File: config.mk
export PLATFORM = sky130hd
export DESIGN_NAME = lsu_ctrl
export DESIGN_NICKNAME = d
export VERILOG_FILES = /design/src/rtl/lsu_pkg.sv /design/src/rtl/lsu_align.sv /design/src/rtl/lsu_ctrl.sv
export SDC_FILE = /design/constraint.sdc
export NUM_CORES = 1
export LEC_CHECK = 0
export ABC_AREA = 1
export CORE_MARGIN = 2
export CORE_UTILIZATION = 48
export DETAILED_ROUTE_END_ITERATION = 16
export MAX_ROUTING_LAYER = met4
export PLACE_DENSITY_LB_ADDON = 0.05
export SLEW_MARGIN = 20
export SYNTH_ARGS = -nofsm -noshare
export SYNTH_HDL_FRONTEND = slang
export SYNTH_HIERARCHICAL = 1
export SYNTH_SLANG_ARGS = --single-unit
File: constraint.sdc
create_clock -name clk -period 2.5 [get_ports clk]
set_input_delay 0.5 -clock clk [delete_from_list [all_inputs] [get_ports clk]]
set_output_delay 0.5 -clock clk [all_outputs]
set_load 0.02 [all_outputs]
File: src/rtl/lsu_pkg.sv
// Shared types and RV32I funct3 encodings for the load/store unit.
// Optional build macro used by lsu_ctrl: LSU_PERF_CNT_EN.
package lsu_pkg;

    typedef enum logic [2:0] {
        S_IDLE    = 3'd0,
        S_RD_REQ  = 3'd1,
        S_RD_WAIT = 3'd2,
        S_WR_REQ  = 3'd3,
        S_WR_WAIT = 3'd4,
        S_DONE    = 3'd5
    } lsu_state_e;

    localparam logic [2:0] FUNC3_LB   = 3'b000;
    localparam logic [2:0] FUNC3_LH   = 3'b001;
    localparam logic [2:0] FUNC3_LW   = 3'b010;
    localparam logic [2:0] FUNC3_LBU  = 3'b100;
    localparam logic [2:0] FUNC3_LHU  = 3'b101;
    localparam logic [2:0] FUNC3_SB   = 3'b000;
    localparam logic [2:0] FUNC3_SH   = 3'b001;
    localparam logic [2:0] FUNC3_SW   = 3'b010;
    localparam logic [2:0] FUNC3_WORD = 3'b010;

endpackage

File: src/rtl/lsu_align.sv
// Combinational byte/half lane logic: load extraction, store merge and
// legality/alignment fault detection for incoming requests.
module lsu_align
    import lsu_pkg::*;
(
    input  logic [1:0]  req_off,
    input  logic [2:0]  req_func3,
    input  logic        req_is_store,
    output logic        fault,
    input  logic [1:0]  off,
    input  logic [2:0]  func3,
    input  logic [31:0] rdata,
    input  logic [31:0] wdata,
    output logic [31:0] load_value,
    output logic [31:0] store_word
);

    function automatic logic [31:0] extract(input logic [31:0] w, input logic [1:0] o,
                                            input logic [2:0] f3);
        logic [7:0]  b;
        logic [15:0] h;
        logic [31:0] r;
        b = w[{o, 3'b000} +: 8];
        h = o[1] ? w[31:16] : w[15:0];
        case (f3)
            FUNC3_LB:  r = {{24{b[7]}}, b};
            FUNC3_LBU: r = {24'd0, b};
            FUNC3_LH:  r = {{16{h[15]}}, h};
            FUNC3_LHU: r = {16'd0, h};
            default:   r = w;
        endcase
        return r;
    endfunction

    function automatic logic [31:0] merge(input logic [31:0] w, input logic [31:0] wd,
                                          input logic [1:0] o, input logic [2:0] f3);
        logic [31:0] r;
        r = w;
        case (f3)
            FUNC3_SB: r[{o, 3'b000} +: 8] = wd[7:0];
            FUNC3_SH: begin
                if (o[1]) r[31:16] = wd[15:0];
                else      r[15:0]  = wd[15:0];
            end
            default:  r = wd;
        endcase
        return r;
    endfunction

    // funct3[1:0] encodes the access size for both loads and stores
    function automatic logic check_fault(input logic [1:0] o, input logic [2:0] f3,
                                         input logic is_store);
        logic legal;
        logic mis;
        if (is_store)
            legal = (f3 == FUNC3_SB) || (f3 == FUNC3_SH) || (f3 == FUNC3_SW);
        else
            legal = (f3 == FUNC3_LB) || (f3 == FUNC3_LH) || (f3 == FUNC3_LW) ||
                    (f3 == FUNC3_LBU) || (f3 == FUNC3_LHU);
        mis = ((f3[1:0] == 2'b01) && o[0]) || ((f3[1:0] == 2'b10) && (o != 2'b00));
        return !legal || mis;
    endfunction

    assign fault      = check_fault(req_off, req_func3, req_is_store);
    assign load_value = extract(rdata, off, func3);
    assign store_word = merge(rdata, wdata, off, func3);

endmodule

File: src/rtl/lsu_ctrl.sv
// Load/store unit: word-only cache accesses with read-modify-write stores.
// Build macro LSU_PERF_CNT_EN adds load/store/stall performance counters.
module lsu_ctrl
    import lsu_pkg::*;
#(
    parameter int ADDR_W = 32,
    parameter int DATA_W = 32
) (
    input  logic              clk,
    input  logic              reset,
    input  logic              req_valid,
    input  logic              mem_read,
    input  logic              mem_write,
    input  logic [ADDR_W-1:0] req_addr,
    input  logic [2:0]        req_func3,
    input  logic [DATA_W-1:0] req_wdata,
    output logic [ADDR_W-1:0] cache_addr,
    output logic [DATA_W-1:0] cache_write_data,
    output logic              cache_write_en,
    output logic [2:0]        cache_func3,
    input  logic [DATA_W-1:0] cache_read_data,
    input  logic              cache_hit,
    input  logic              cache_busy,
    output logic [DATA_W-1:0] load_result,
    output logic              done,
    output logic              stall,
    output logic              access_fault
`ifdef LSU_PERF_CNT_EN
    ,
    output logic [31:0]       load_count,
    output logic [31:0]       store_count,
    output logic [31:0]       stall_cycles
`endif
);

    // Handshake: a request is taken only in IDLE while req_valid and a read or
    // write flag are high; the pipeline holds it until done, stall covers the gap.
    lsu_state_e        state, state_next;
    logic [ADDR_W-1:0] addr_q;
    logic [2:0]        func3_q;
    logic [DATA_W-1:0] wdata_q;
    logic              is_store_q;
    logic [DATA_W-1:0] load_q;
    logic              fault_q;

    logic              trigger;
    logic              req_fault;
    logic              accept;
    logic              read_done;
    logic [DATA_W-1:0] load_value;
    logic [DATA_W-1:0] store_word;
    logic              unused_cache_hit;

    assign unused_cache_hit = cache_hit;

    lsu_align u_align (
        .req_off      (req_addr[1:0]),
        .req_func3    (req_func3),
        .req_is_store (mem_write),
        .fault        (req_fault),
        .off          (addr_q[1:0]),
        .func3        (func3_q),
        .rdata        (cache_read_data),
        .wdata        (wdata_q),
        .load_value   (load_value),
        .store_word   (store_word)
    );

    assign trigger   = (state == S_IDLE) && req_valid && (mem_read || mem_write);
    assign accept    = trigger && !req_fault;
    assign read_done = (state == S_RD_WAIT) && !cache_busy;

    always_comb begin
        state_next = state;
        case (state)
            S_IDLE:    if (accept) state_next = S_RD_REQ;
            S_RD_REQ:  state_next = S_RD_WAIT;
            S_RD_WAIT: if (!cache_busy) state_next = is_store_q ? S_WR_REQ : S_DONE;
            S_WR_REQ:  state_next = S_WR_WAIT;
            S_WR_WAIT: if (!cache_busy) state_next = S_DONE;
            S_DONE:    state_next = S_IDLE;
            default:   state_next = S_IDLE;
        endcase
    end

    always_ff @(posedge clk) begin
        if (reset) begin
            state      <= S_IDLE;
            addr_q     <= '0;
            func3_q    <= '0;
            wdata_q    <= '0;
            is_store_q <= 1'b0;
            load_q     <= '0;
            fault_q    <= 1'b0;
        end else begin
            state   <= state_next;
            fault_q <= trigger && req_fault;
            if (accept) begin
                addr_q     <= req_addr;
                func3_q    <= req_func3;
                wdata_q    <= req_wdata;
                is_store_q <= mem_write;
            end
            // Stores reuse wdata_q to hold the merged word for the write phase
            if (read_done) begin
                if (is_store_q) wdata_q <= store_word;
                else            load_q  <= load_value;
            end
        end
    end

    assign cache_addr       = {addr_q[ADDR_W-1:2], 2'b00};
    assign cache_write_data = wdata_q;
    assign cache_write_en   = (state == S_WR_REQ);
    assign cache_func3      = FUNC3_WORD;
    assign load_result      = load_q;
    assign done             = (state == S_DONE);
    assign access_fault     = fault_q;
    assign stall            = accept || (state == S_RD_REQ) || (state == S_RD_WAIT) ||
                              (state == S_WR_REQ) || (state == S_WR_WAIT);

`ifdef LSU_PERF_CNT_EN
    always_ff @(posedge clk) begin
        if (reset) begin
            load_count   <= '0;
            store_count  <= '0;
            stall_cycles <= '0;
        end else begin
            if (done && !is_store_q) load_count  <= load_count + 32'd1;
            if (done && is_store_q)  store_count <= store_count + 32'd1;
            if (stall)               stall_cycles <= stall_cycles + 32'd1;
        end
    end
`endif

endmodule
== Yosys cells after proc, flatten, opt, wreduce, memory -nomap -nowiden ==
Index checks and enable logic that the tools add are counted.

* Flip-flop bits (word level): 104
* Input bits: 106
* Output and inout port bits: 103
* Word-level logic and storage cells: 75

* Add/sub/neg operators: 1
* Equal/unequal tests: 19
* Shift-type cells: 3
* Multiplexer cells: 15
* Bitwise gates (word level): 1
* Reductions and logical operators: 28

{| class="wikitable"
|+ Operators with widths
! kind !! count
|-
| $pmux W32 S4 || 1
|-
| $mux W32 || 3
|-
| $pmux W32 S2 || 1
|-
| $mux W16 || 3
|-
| $bwmux W32 || 1
|-
| $shift A8 B7 Y32 const A || 1
|-
| $shiftx A32 B6 Y8 || 1
|-
| $shiftx A8 B7 Y32 || 1
|-
| $eq A3 B3 Y1 const B || 6
|-
| $pmux W3 S5 || 1
|-
| $mux W3 || 4
|-
| $logic_or A1 B1 Y1 || 11
|-
| $eq A3 B1 Y1 const B || 3
|-
| $eq A3 B2 Y1 const B || 3
|-
| $logic_not A3 Y1 || 3
|-
| $logic_and A1 B1 Y1 || 7
|-
| $neg A5 Y7 || 1
|-
| $ne A2 B2 Y1 const B || 3
|-
| $ne A4 B2 Y1 const B || 1
|-
| $ne A4 B4 Y1 const B || 1
|-
| $reduce_and A2 Y1 || 2
|-
| $logic_not A1 Y1 || 3
|-
| $reduce_and A3 Y1 || 1
|-
| $eq A2 B1 Y1 const B || 1
|-
| 4 further kinds || 4
|}

== Logic depth before layout (Yosys ltp) ==
* Depth after elaboration: 14
* Mapped depth: 14
* Mapped depth without buffers: 13

== Cells and area by module ==
Netlist, hierarchy kept.

{| class="wikitable"
|+ By module, submodules not included
! module !! instances !! cells an instance !! area each (um^2)
|-
| lsu_ctrl || 1 || 656 || 4693.3
|-
| lsu_align || 1 || 500 || 2247.2
|}

== Worst setup path before layout ==
OpenSTA, ideal clock, no wires.

* Path type: register to register
* Start: register addr_q[0]
* End: register wdata_q[6] (netlist: cache_write_data[6])
* Data arrival time: 1.982 ns
* Setup slack: 0.462 ns
* Cell stages (with the launch flop): 14
* Buffers on the path: 2
* Clock period less this slack: 2.038 ns
* Cells stage by stage: dfxtp_1 inv_1 buf_1 ha_1 inv_1 clkbuf_1 nand3_1 nand2_1 nand2_1 nand3_1 nor2_1 nor2_1 nand2_1 inv_1

* Longest elaborated chain between the ends: 6
* Elaborated cells between the ends (all ways): 7
* Those cells by class: 1 x add/sub; 2 x shift; 4 x mux

{| class="wikitable"
|+ RTL lines
! element !! line !! text
|-
| start, declared || lsu_ctrl.sv:39 || <nowiki>logic [ADDR_W-1:0] addr_q;</nowiki>
|-
| start signal, assigned || lsu_ctrl.sv:99 || <nowiki>addr_q <= req_addr;</nowiki>
|-
| $neg A5 Y7 (*) || lsu_align.sv:40 || <nowiki>FUNC3_SB: r[{o, 3'b000} +: 8] = wd[7:0];</nowiki>
|-
| $shiftx A8 B7 Y32 or $shift A8 B7 Y32 (tied branches) || lsu_align.sv:40 ||
|-
| $bwmux W32 (*) || lsu_align.sv:40 ||
|-
| $pmux W32 S2 (*) || lsu_align.sv:39 || <nowiki>case (f3)</nowiki>
|-
| named net store_word[6] || lsu_ctrl.sv:51 || <nowiki>logic [DATA_W-1:0] store_word;</nowiki>
|-
| $mux W32 (*) || lsu_ctrl.sv:106 || <nowiki>if (is_store_q) wdata_q <= store_word;</nowiki>
|-
| $mux W32 (*) || lsu_ctrl.sv:105 || <nowiki>if (read_done) begin</nowiki>
|-
| end signal, assigned || lsu_ctrl.sv:101 || <nowiki>wdata_q <= req_wdata;</nowiki>
|-
| end signal, assigned || lsu_ctrl.sv:106 ||
|-
| end, declared || lsu_ctrl.sv:41 || <nowiki>logic [DATA_W-1:0] wdata_q;</nowiki>
|}

Mark *: on every way through the listed nets, which the timed path passes. The rest lies on a longest branch.
A chain may end at the register's enable or synchronous reset.

== Worst setup path after layout ==
* Start: input port req_func3[2]
* End: output port stall

* Longest elaborated chain between the ends: 14
* Elaborated cells between the ends (all ways): 18
* Those cells by class: 4 x eq/ne; 1 x mux; 13 x reduce/logical

{| class="wikitable"
|+ RTL lines
! element !! line !! text
|-
| start, declared || lsu_ctrl.sv:15 || <nowiki>input logic [2:0] req_func3,</nowiki>
|-
| $eq A3 B1 Y1 or $logic_not A3 Y1 (tied branches) || lsu_align.sv:56, lsu_align.sv:58 ||
|-
| $logic_or A1 B1 Y1 (2 in a row) || lsu_align.sv:56, lsu_align.sv:58 ||
|-
| $logic_or A1 B1 Y1 || lsu_align.sv:58 || <nowiki>legal = (f3 == FUNC3_LB) || (f3 == FUNC3_LH) || (f3 == FUNC3_LW) ||</nowiki>
|-
| $logic_or A1 B1 Y1 || lsu_align.sv:59 || <nowiki>(f3 == FUNC3_LBU) || (f3 == FUNC3_LHU);</nowiki>
|-
| $mux W1 (*) || lsu_align.sv:55 || <nowiki>if (is_store)</nowiki>
|-
| $logic_not A1 Y1 (*) || lsu_align.sv:61 || <nowiki>return !legal || mis;</nowiki>
|-
| $logic_or A1 B1 Y1 (*) || lsu_align.sv:61 ||
|-
| named net req_fault || lsu_ctrl.sv:47 || <nowiki>logic req_fault;</nowiki>
|-
| $logic_not A1 Y1 (*) || lsu_ctrl.sv:70 || <nowiki>assign accept = trigger && !req_fault;</nowiki>
|-
| $logic_and A1 B1 Y1 (*) || lsu_ctrl.sv:70 ||
|-
| $logic_or A1 B1 Y1 (*) (3 in a row) || lsu_ctrl.sv:119 || <nowiki>assign stall = accept || (state == S_RD_REQ) || (state == S_RD_WAIT) ||</nowiki>
|-
| $logic_or A1 B1 Y1 (*) || lsu_ctrl.sv:120 || <nowiki>(state == S_WR_REQ) || (state == S_WR_WAIT);</nowiki>
|-
| end, declared || lsu_ctrl.sv:26 || <nowiki>output logic stall,</nowiki>
|}

Marked as above.

==> flow_metrics.env <==
export IMPL_ir_drop_mv=0.379
export IMPL_r2r_slack_ns=0.43
export IMPL_arrival_ns=1.91
export IMPL_drive_above_1_share=0.0692
export IMPL_crit_path_start="req_func3[2]"
export IMPL_dpl_cell_area_um2=8890
export IMPL_hold_class="flop to flop"
export IMPL_reg2reg_from="addr_q[1]"
export IMPL_fill_cells=1339
export IMPL_tightest_slew_ns=0.693
export IMPL_drtPass1Iterations=6
export IMPL_clock_sinks=104
export IMPL_grt_pass1_vias=7029
export IMPL_holdWs_ns=0.460
export IMPL_die_x_um=124
export IMPL_synth_edff_count=0
export IMPL_cp_max_fo=3
export IMPL_synth_most_common_cell="nand2_1"
export IMPL_fin_skew_ns=0.00796
export IMPL_dieArea_um2=15400
export IMPL_root_buffer="clkbuf_16"
export IMPL_fin_area_um2=9180
export IMPL_finalHoldViolations=0
export IMPL_via_per_inst=5.30
export IMPL_finalCritPeriodShare=0.965
export IMPL_postCtsSetupRepairBufs=0
export IMPL_ys_flop_type="dfxtp_1"
export IMPL_critPathLaunchType="input port"
export IMPL_synth_top_area_frac=0.300
export IMPL_cts_buffers=9
export IMPL_syn_inst=1156
export IMPL_core_um2=14000
export IMPL_required_ns=2.00
export IMPL_yosys_warnings=6
export IMPL_htreeDepth=3
export IMPL_diodes=0
export IMPL_grt_antenna_before_repair=0
export IMPL_slowest_delay_ns=0.44
export IMPL_cts_tree="built"
export IMPL_yosysUniqueCellTypes=28
export IMPL_worstPathCellList="clkdlybuf4s50_1 > nor3_1 > o21ai_0 > o21ai_1 > o21a_1 > clkdlybuf4s15_1"
export IMPL_critPathCapture="stall"
export IMPL_hpwl_mm=16.6
export IMPL_row_count=43
export IMPL_fin_nets=1406
export IMPL_clkTransAtPathRegs_ns=0.07
export IMPL_track_usage=0.294
export IMPL_rsz0062_at_grt="no"
export IMPL_overflow=0
export IMPL_wl_per_cell_um=15.5
export IMPL_drc=0
export IMPL_end_kind="primary output"
export IMPL_r2r_end="cache_write_data[30]"
export IMPL_insertion_delay_ns=0.36
export IMPL_grt_max_degree=65
export IMPL_syn_area_um2=6940
export IMPL_critPathSlowestCell="clkdlybuf4s50_1"
export IMPL_vias=7841
export IMPL_relSlewSlack=0.538
export IMPL_synthArstFlopShare=0
export IMPL_status="finished clean"
export IMPL_initial_core_util=0.496
export IMPL_grt_pass1_wl_mm=36.5
export IMPL_yosysSeqAreaShare=0.300
export IMPL_synth_top_area_cell="dfxtp_1"
export IMPL_synth_area_leaders="dfxtp_1 30%, nand3_1 18%, nand2_1 18%"
export IMPL_cts_buffer_depth=2
export IMPL_synth_seq_cells=104
export IMPL_reg2reg_depth=11
export IMPL_syn_to_final_growth_pct=32.2
export IMPL_synth_commonest_cells="325 x nand2_1, 244 x nand3_1, 122 x nor2_1"
export IMPL_p_leak_nw=3.92
export IMPL_ctsHoldBuffers=0
export IMPL_place_gp_congestion=1.03
export IMPL_max_cap_viol_count=0
export IMPL_critical_path_class="input port to primary output"
export IMPL_ant_nets=0
export IMPL_syn_area_per_cell_um2=6.00
export IMPL_die_y_um=124
export IMPL_drt_iter0_markers=576
export IMPL_io_buffers=202
export IMPL_fin_crit_ns=2.41
export IMPL_cellPowerDensity_nw_per_um2=583
export IMPL_setup_tns_ns=0
export IMPL_finalMaxSlewViolations=0
export IMPL_io_pins=209
export IMPL_setup_viol=0
export IMPL_wirelength_mm=22.9
export IMPL_clock_fmax_ghz=0.414
## critical path: cells and delay by family
| family | cells | cell delay, ns |
|---|---|---|
| buffers and inverters | 2 | 0.73 |
| AO/OA/AOI/OAI | 3 | 0.49 |
| AND/OR/NAND/NOR | 1 | 0.19 |
## cells by family (layout without fill, tap and decap cells)
logic type,after synthesis,count (layout),synth area share
compound gates,122,122,0.0896
other cells,2,5,0.00108
simple gates,727,727,0.459
buf+inv,196,337,0.141
flops,104,104,0.300
fa+ha+maj,5,5,0.00901
## where the power goes
part | switching, mW | internal, mW
clock network | 0.680 | 0.716
logic | 1.21 | 0.823
registers | 0.117 | 1.80
total | 2.00 | 3.34
## through the flow
stage | util | setup WS [ns] | power, mW | std cells
floorplan | - | 0.462 | 3.25 | 1159
global placement | 0.635 | -0.231 | 3.96 | 1464
detailed placement | 0.635 | -0.272 | 3.98 | 1464
CTS | 0.656 | 0.0582 | 5.36 | 1480
global route | 0.656 | 0.00557 | 5.66 | 1480
finish | 0.656 | 0.0870 | 5.35 | 1480
## registers in the layout, indices dropped and copies added, names as in the netlist
name              flops
access_fault          1
is_store_q            1
cache_write_data     32
addr_q               32
load_result          32
state                 3
func3_q               3
## metal layers
metal	routed length [um]	track usage
met5	0	-
met4	578	0.109
met3	1430	0.0327
met2	10700	0.464
met1	10200	0.390
## cell type report
type                            count  area, um^2  share of cell area
Sequential cell                   104        2080               0.227
Clock inverter                      6        50.0             0.00545
Tap cell                          180         225              0.0245
Inverter                           81         307              0.0334
Clock buffer                       10         239              0.0260
Multi-Input combinational cell    859        3890               0.424
Timing Repair Buffer              240        2380               0.259
## worst min-delay path by stage
stage	from	end	slack (ns)	cells past startpoint
after floorplan	func3_q[2]	func3_q[2]	0.44	2
after global placement	addr_q[21]	addr_q[21]	0.45	2
after detailed placement	addr_q[25]	addr_q[25]	0.45	2
after CTS	load_result[19]	load_result[19]	0.46	2
after global routing	addr_q[27]	addr_q[27]	0.48	2
final	addr_q[14]	addr_q[14]	0.46	2
## layout by cell type, fill, tap and decap left out, types with 3 or more instances in the layout
master	count
nand4_1	5
nand2_1	325
conb_1	5
or2_2	5
a21oi_1	79
nand2_2	4
buf_12	6
nand3_1	244
inv_1	75
inv_2	5
nor2_1	122
clkdlybuf4s50_1	200
ha_1	5
dfxtp_1	103
buf_4	33
nor3_1	3
o21ai_0	37
clkbuf_16	9
nand3_2	14
nor2_4	3
## what timing repair did
| item | in CTS | in global routing |
|---|---|---|
| cloned | 0 | 0 |
| resized for setup | 2 | 1 |
| setup endpoints to repair | 1 | 1 |
Power figures use the tool's default switching activity.
